**src/rtl/bcd_countdown_timer_pkg.sv**
```systemverilog
// Shared definitions for the BCD countdown timer.
//  DIGIT_W   : width of one BCD digit
//  BCD_MAX   : largest legal keypad digit, also the wrap value of units/minute digits
//  DSEC_WRAP : wrap value of the seconds-tens digit on borrow
//  state_t   : timer FSM states
package bcd_countdown_timer_pkg;

  localparam int unsigned DIGIT_W = 4;

  localparam logic [DIGIT_W-1:0] BCD_MAX   = 4'd9;
  localparam logic [DIGIT_W-1:0] DSEC_WRAP = 4'd5;

  typedef enum logic [1:0] {
    ST_IDLE = 2'd0,
    ST_RUN  = 2'd1,
    ST_HOLD = 2'd2
  } state_t;

  // True for keypad codes 0..9.
  function automatic logic is_bcd(input logic [DIGIT_W-1:0] d);
    return d <= BCD_MAX;
  endfunction

endpackage

```
**src/rtl/bcd_countdown_timer_if.sv**
```systemverilog
// Keypad-side and display-side signals of the countdown timer.
//  master : keypad decoder side (drives load/stop/bcd_input, reads status and digits)
//  slave  : the timer itself
interface bcd_countdown_timer_if #(
  parameter int unsigned MIN_DIGITS = 1
);

  logic                                               load;
  logic                                               stop;
  logic [bcd_countdown_timer_pkg::DIGIT_W-1:0]        bcd_input;
  logic                                               zero;
  logic                                               done;
  logic                                               running;
  logic [bcd_countdown_timer_pkg::DIGIT_W-1:0]        bcd_output_usec;
  logic [bcd_countdown_timer_pkg::DIGIT_W-1:0]        bcd_output_dsec;
  logic [bcd_countdown_timer_pkg::DIGIT_W*MIN_DIGITS-1:0] bcd_output_min;

  modport master (
    output load, stop, bcd_input,
    input  zero, done, running, bcd_output_usec, bcd_output_dsec, bcd_output_min
  );

  modport slave (
    input  load, stop, bcd_input,
    output zero, done, running, bcd_output_usec, bcd_output_dsec, bcd_output_min
  );

endinterface

```
**src/rtl/bcd_countdown_timer_digit.sv**
```systemverilog
// One BCD down-counting digit with parallel load.
//  clk, clear : clock and synchronous active-high reset
//  load_en    : take load_val (shift path), has priority over decrement
//  dec        : decrement enable for the whole chain (one-second tick)
//  borrow_in  : this digit must count down (all lower digits were 0)
//  borrow_out : borrow_in and this digit is 0; also serves as "digits so far are zero"
//  q          : digit value
module bcd_down_digit
  import bcd_countdown_timer_pkg::*;
#(
  parameter logic [DIGIT_W-1:0] WRAP = BCD_MAX
) (
  input  logic               clk,
  input  logic               clear,
  input  logic               load_en,
  input  logic [DIGIT_W-1:0] load_val,
  input  logic               dec,
  input  logic               borrow_in,
  output logic               borrow_out,
  output logic [DIGIT_W-1:0] q
);

  assign borrow_out = borrow_in && (q == '0);

  // Digit register: clear > load > decrement.
  always_ff @(posedge clk) begin
    if (clear) begin
      q <= '0;
    end else if (load_en) begin
      q <= load_val;
    end else if (dec && borrow_in) begin
      q <= (q == '0) ? WRAP : q - DIGIT_W'(1);
    end
  end

endmodule

```
**src/rtl/bcd_countdown_timer.sv**
```systemverilog
// Microwave countdown timer: keypad digits shift into MM..M:SS, a prescaler
// produces the one-second tick and the value counts down to zero.
//  clk   : rising-edge clock
//  clear : synchronous active-high reset, overrides everything
//  bus   : keypad inputs (load, stop, bcd_input) and status/digit outputs
module bcd_countdown_timer
  import bcd_countdown_timer_pkg::*;
#(
  parameter int unsigned MIN_DIGITS = 1,
  parameter int unsigned TICK_DIV   = 1
) (
  input  logic                  clk,
  input  logic                  clear,
  bcd_countdown_timer_if.slave  bus
);

  localparam int unsigned ND = MIN_DIGITS + 2;
  localparam int unsigned PW = (TICK_DIV > 1) ? $clog2(TICK_DIV) : 1;

  // dig[0] = seconds units, dig[1] = seconds tens, dig[2..] = minutes.
  logic [DIGIT_W-1:0] dig [ND];
  // borrow[i] = all digits below i are zero; borrow[ND] = whole value zero.
  logic               borrow [ND+1];

  state_t        state;
  logic [PW-1:0] presc;
  logic          done_q;

  logic digit_ok;
  logic shift_en;
  logic tick;
  logic upper_zero;
  logic shift_zero;
  logic last_tick;

  assign borrow[0] = 1'b1;
  assign digit_ok  = is_bcd(bus.bcd_input);
  assign shift_en  = bus.load && digit_ok;
  assign tick      = (state == ST_RUN) && !bus.load && !bus.stop &&
                     (presc == PW'(TICK_DIV - 1));

  // Digit chain; each digit loads its lower neighbour on a shift.
  for (genvar i = 0; i < ND; i++) begin : g_dig
    localparam logic [DIGIT_W-1:0] WR = (i == 1) ? DSEC_WRAP : BCD_MAX;
    logic [DIGIT_W-1:0] lv;
    if (i == 0) begin : g_lsd
      assign lv = bus.bcd_input;
    end else begin : g_upper
      assign lv = dig[i-1];
    end
    bcd_down_digit #(.WRAP(WR)) u_digit (
      .clk        (clk),
      .clear      (clear),
      .load_en    (shift_en),
      .load_val   (lv),
      .dec        (tick),
      .borrow_in  (borrow[i]),
      .borrow_out (borrow[i+1]),
      .q          (dig[i])
    );
  end

  // Look-ahead: does this tick reach zero, does this shift produce zero.
  always_comb begin
    upper_zero = 1'b1;
    for (int unsigned i = 1; i < ND; i++) begin
      if (dig[i] != '0) upper_zero = 1'b0;
    end
    shift_zero = (bus.bcd_input == '0);
    for (int unsigned i = 0; i < ND - 1; i++) begin
      if (dig[i] != '0) shift_zero = 1'b0;
    end
  end

  assign last_tick = upper_zero && (dig[0] == DIGIT_W'(1));

  // FSM, prescaler and done pulse: clear > load > stop > tick.
  always_ff @(posedge clk) begin
    if (clear) begin
      state  <= ST_IDLE;
      presc  <= '0;
      done_q <= 1'b0;
    end else begin
      done_q <= 1'b0;
      if (bus.load) begin
        // Invalid digits still resynchronise the prescaler.
        presc <= '0;
        if (digit_ok) state <= shift_zero ? ST_IDLE : ST_HOLD;
      end else if (state != ST_RUN) begin
        if (!bus.stop && !borrow[ND]) state <= ST_RUN;
      end else if (bus.stop) begin
        // Prescaler kept so a resumed second is not lengthened.
        state <= ST_HOLD;
      end else if (tick) begin
        presc <= '0;
        if (last_tick) begin
          done_q <= 1'b1;
          state  <= ST_IDLE;
        end
      end else begin
        presc <= presc + PW'(1);
      end
    end
  end

  assign bus.zero            = borrow[ND];
  assign bus.done            = done_q;
  assign bus.running         = (state == ST_RUN);
  assign bus.bcd_output_usec = dig[0];
  assign bus.bcd_output_dsec = dig[1];

  for (genvar j = 0; j < MIN_DIGITS; j++) begin : g_min
    assign bus.bcd_output_min[DIGIT_W*j +: DIGIT_W] = dig[j+2];
  end

endmodule

```
**src/flat_wrapper.sv**
```systemverilog
// flat-port wrapper written by rule: the top's interface ports become plain ports
module bcd_countdown_timer_flat import bcd_countdown_timer_pkg::*;
#(
  parameter int unsigned MIN_DIGITS = 1,
  parameter int unsigned TICK_DIV   = 1
)
  (clk, clear, bus_load, bus_stop, bus_bcd_input, bus_zero, bus_done, bus_running, bus_bcd_output_usec, bus_bcd_output_dsec, bus_bcd_output_min);
  bcd_countdown_timer_if #(.MIN_DIGITS(MIN_DIGITS)) bus_i ();
  input  logic clk;
  input  logic clear;
  input wire logic [$bits(bus_i.load)-1:0] bus_load;
  input wire logic [$bits(bus_i.stop)-1:0] bus_stop;
  input wire logic [$bits(bus_i.bcd_input)-1:0] bus_bcd_input;
  output wire logic [$bits(bus_i.zero)-1:0] bus_zero;
  output wire logic [$bits(bus_i.done)-1:0] bus_done;
  output wire logic [$bits(bus_i.running)-1:0] bus_running;
  output wire logic [$bits(bus_i.bcd_output_usec)-1:0] bus_bcd_output_usec;
  output wire logic [$bits(bus_i.bcd_output_dsec)-1:0] bus_bcd_output_dsec;
  output wire logic [$bits(bus_i.bcd_output_min)-1:0] bus_bcd_output_min;
  assign bus_i.load = bus_load;
  assign bus_i.stop = bus_stop;
  assign bus_i.bcd_input = bus_bcd_input;
  assign bus_zero = bus_i.zero;
  assign bus_done = bus_i.done;
  assign bus_running = bus_i.running;
  assign bus_bcd_output_usec = bus_i.bcd_output_usec;
  assign bus_bcd_output_dsec = bus_i.bcd_output_dsec;
  assign bus_bcd_output_min = bus_i.bcd_output_min;
  bcd_countdown_timer #(.MIN_DIGITS(MIN_DIGITS), .TICK_DIV(TICK_DIV)) u_core (.clk(clk), .clear(clear), .bus(bus_i));
endmodule
```
**config.mk**
```make
export PLATFORM = sky130hd
export DESIGN_NAME = bcd_countdown_timer_flat
export DESIGN_NICKNAME = d
export VERILOG_FILES = /design/src/rtl/bcd_countdown_timer_pkg.sv /design/src/rtl/bcd_countdown_timer_if.sv /design/src/rtl/bcd_countdown_timer_digit.sv /design/src/rtl/bcd_countdown_timer.sv /design/src/flat_wrapper.sv
export SDC_FILE = /design/constraint.sdc
export NUM_CORES = 1
export LEC_CHECK = 0
export BUFFER_PORTS_ARGS = -buffer_cell sky130_fd_sc_hd__buf_4
export CAP_MARGIN = 15
export CORE_MARGIN = 8
export CORE_UTILIZATION = 46
export DETAILED_ROUTE_END_ITERATION = 8
export GPL_TIMING_DRIVEN = 0
export PLACE_DENSITY = 0.79
export SLEW_MARGIN = 30
export SYNTH_ARGS = -nofsm -noshare
export SYNTH_HDL_FRONTEND = slang
export SYNTH_SLANG_ARGS = --single-unit
```
**constraint.sdc**
```tcl
create_clock -name clk -period 2.1 [get_ports clk]
set_input_delay 0.42 -clock clk [delete_from_list [all_inputs] [get_ports clk]]
set_output_delay 0.42 -clock clk [all_outputs]
set_load 0.01 [all_outputs]
```
==> impl_metrics.tcl <==
set metrics [dict create \
    arrival_ns 1.67 \
    critical-path-slowest-cell "or4_4" \
    num_rows 16 \
    maxCapViolCount 0 \
    grt_pass1_vias 953 \
    grt_usage_pct 15.3 \
    whs_ns 0.306 \
    post_synth_num_cell_types 37 \
    rsz0062_at_grt "yes" \
    ant_nets 0 \
    slowest_delay_ns 0.54 \
    critical_path_class "flop to output port" \
    io_pins 23 \
    antenna_found_initial 0 \
    critical-path-top-delay-family "simple AND/OR/NAND/NOR gates" \
    grt_pass1_wl_mm 4.35 \
    globalRouteOverflowTotal 0 \
    irDropWorstVdd_mv 0.510 \
    dieWidth_um 61.0 \
    slew_headroom_pct 64.5 \
    hold_viol 0 \
    htree_levels 1 \
    netlist.area_leader.share_pct 34.3 \
    ys_top_cells_by_count "nor2_1 (22), dfxtp_1 (16), a211oi_1 (7)" \
    drive_above_1_share_pct 34.7 \
    syn_area_um2 933 \
    vias 986 \
    gp_congestion 0.843 \
    drtIter0Drc 36 \
    fin_nets 153 \
    yosysWarnings 0 \
    critPathCaptureType "output port" \
    p_leak_uw 0.000506 \
    critPathMaxFanout 2 \
    holdPathStages 2 \
    area_delta_synth_final_pct 33.5 \
    final.fill_count 172 \
    ys_async_sr_fraction_pct 0 \
    crit_buf_inv 1 \
    dr.pass1.iters 4 \
    clock_latency_ns 0.30 \
    root_buffer "clkbuf_4" \
    cp_num_cells 3 \
    fin_crit_ns 2.09 \
    cp-start-kind "flop" \
    critical_path_required_ns 1.68 \
    hpwl_mm 1.82 \
    fin_crit_sh_pct 99.6 \
    synth_top_area_cell "dfxtp_1" \
    status "finished clean" \
    clk_pin_slew_ns 0.10 \
    hold_class "input port to flop" \
    grt_max_degree 11 \
    min_from "bus_load" \
    synth.most_common_cell "nor2_1" \
    finClkSkew_ns 0.00601 \
    die_h_um 61.0 \
    cp-startpoint "u_core.g_dig[2].u_digit.q[3]" \
    synthCells 116 \
    fmax_ghz 0.478 \
    drc 0 \
    initial_core_util_pct 48.1 \
    crit_chain "or4_4 > nor4_4 > buf_4" \
    cts_tree "built" \
    power.density_nw_per_um2 638 \
    ys_ff_latch 16 \
    worst-r2r-setup-slack_ns 0.09 \
    synth_edf_count 0 \
    dp_slack_ns -0.202 \
    dieArea_um2 3730 \
    reg2reg_from "u_core.state[1]" \
    ys.flop_type "dfxtp_1" \
    setup_violations 0 \
    synthTopCellsByArea "dfxtp_1 (34%), nor2_1 (8.8%), a211oi_1 (5.6%)" \
    cts_sinks 16 \
    vias_per_cell 5.77 \
    cts_buffer_depth 2 \
    synth_fp_nets 124 \
    core_um2 1940 \
    seq_area_frac_synth_pct 34.3 \
    wl_mm 2.62 \
    syn_avg_cell_area_um2 8.05 \
    final-max-slew-violation-count 0 \
    setup_slack_ns 0.00807 \
    reg2regPathDepth 5 \
    numCtsBuffers 3 \
    wire_per_inst_um 15.3 \
    portBuffers 20 \
    tightest_slew_ns 0.533 \
    diodes 0 \
]
==> sequential cells by signal (all words and copies together), names as in the netlist <==
signal / cells
u_core.g_dig.u_digit.q: 12
u_core.state: 2
u_core.bus.done: 1
u_core.presc: 1
==> metal layers <==
metal	GRT usage, %	share of wire [%]	vias to the layer above	wire length, µm
met5	0	0	-	0
met4	9.63	3.5	0	91
met3	2.51	6.0	7	157
met2	25.8	49	28	1290
met1	17.5	41	464	1080
li1	-	-	487	-
==> repair_timing <==
item	CTS	global route
gates resized for setup	9	5
pin swaps	6	3
hold buffers	0	0
setup endpoints to repair	5	9
buffers inserted	6	1
==> report_power, final <==
part	total, µW	switching [µW]	internal (µW)
Clock	216	110	106
Combinational	227	115	113
Sequential	353	28.2	324
==> worst register-to-register path, stage by stage (launching register included) <==
cell and delay [ns]:
dfxtp_2 0.35, or4b_4 0.49, or3_4 0.38, or3_4 0.35, mux2i_1 0.13, a211oi_1 0.22
==> cells by family (layout without fill, tap and decap cells) <==
| logic type | count (synthesis) | after routing | share of synthesized area [%] |
|---|---|---|---|
| and+or+nand+nor | 54 | 54 | 30.7 |
| AOI/OAI and AO/OA | 29 | 29 | 22.9 |
| DFF | 16 | 16 | 34.3 |
| buffers and inverters | 11 | 39 | 6.03 |
| xor gates and xnor gates | 3 | 3 | 2.82 |
| muxes | 3 | 3 | 3.22 |
==> final cells by class <==
class | instances | area (µm²) | area share [%]
Buffer | 4 | 26.3 | 2.11
Clock buffer | 4 | 36.3 | 2.91
Inverter | 4 | 15.0 | 1.20
Multi-Input combinational cell | 89 | 604 | 48.5
Sequential cell | 16 | 328 | 26.3
Tap cell | 27 | 33.8 | 2.71
Timing Repair Buffer | 27 | 203 | 16.3
==> layout by cell type (no fill, tap or decap), types with 3 or more instances in the layout <==
master	netlist	layout
nor2_1	22	22
o31ai_1	3	3
or3_4	0	4
a21oi_1	4	4
nand2_1	5	5
dfxtp_1	16	12
buf_4	0	27
o21ai_0	4	4
clkbuf_4	0	3
a211oi_1	7	7
mux2i_1	3	3
dfxtp_2	0	3
inv_1	4	4
==> per-stage QoR <==
| step | TNS (ns) | instances | util [%] | power, µW | cell area [µm²] |
|---|---|---|---|---|---|
| final | 0 | 171 | 64.2 | 796 | 1250 |
| after global routing | -0.0186 | 171 | 64.2 | 831 | 1250 |
| after CTS | -0.0224 | 172 | 63.3 | 781 | 1230 |
| after detailed placement | -0.777 | 163 | 58.0 | 548 | 1130 |
| after global placement | -0.692 | 163 | 58.0 | 543 | 1130 |
| after floorplan | -0.333 | 116 | - | 477 | 942 |
==> worst paths after layout <==
path                                                endpoint
worst max-delay path                                bus_zero
worst min-delay path                            u_core.presc
worst max register to register  u_core.g_dig[2].u_digit.q[1]
worst min register to register                  u_core.presc
Power figures use the tool's default switching activity.
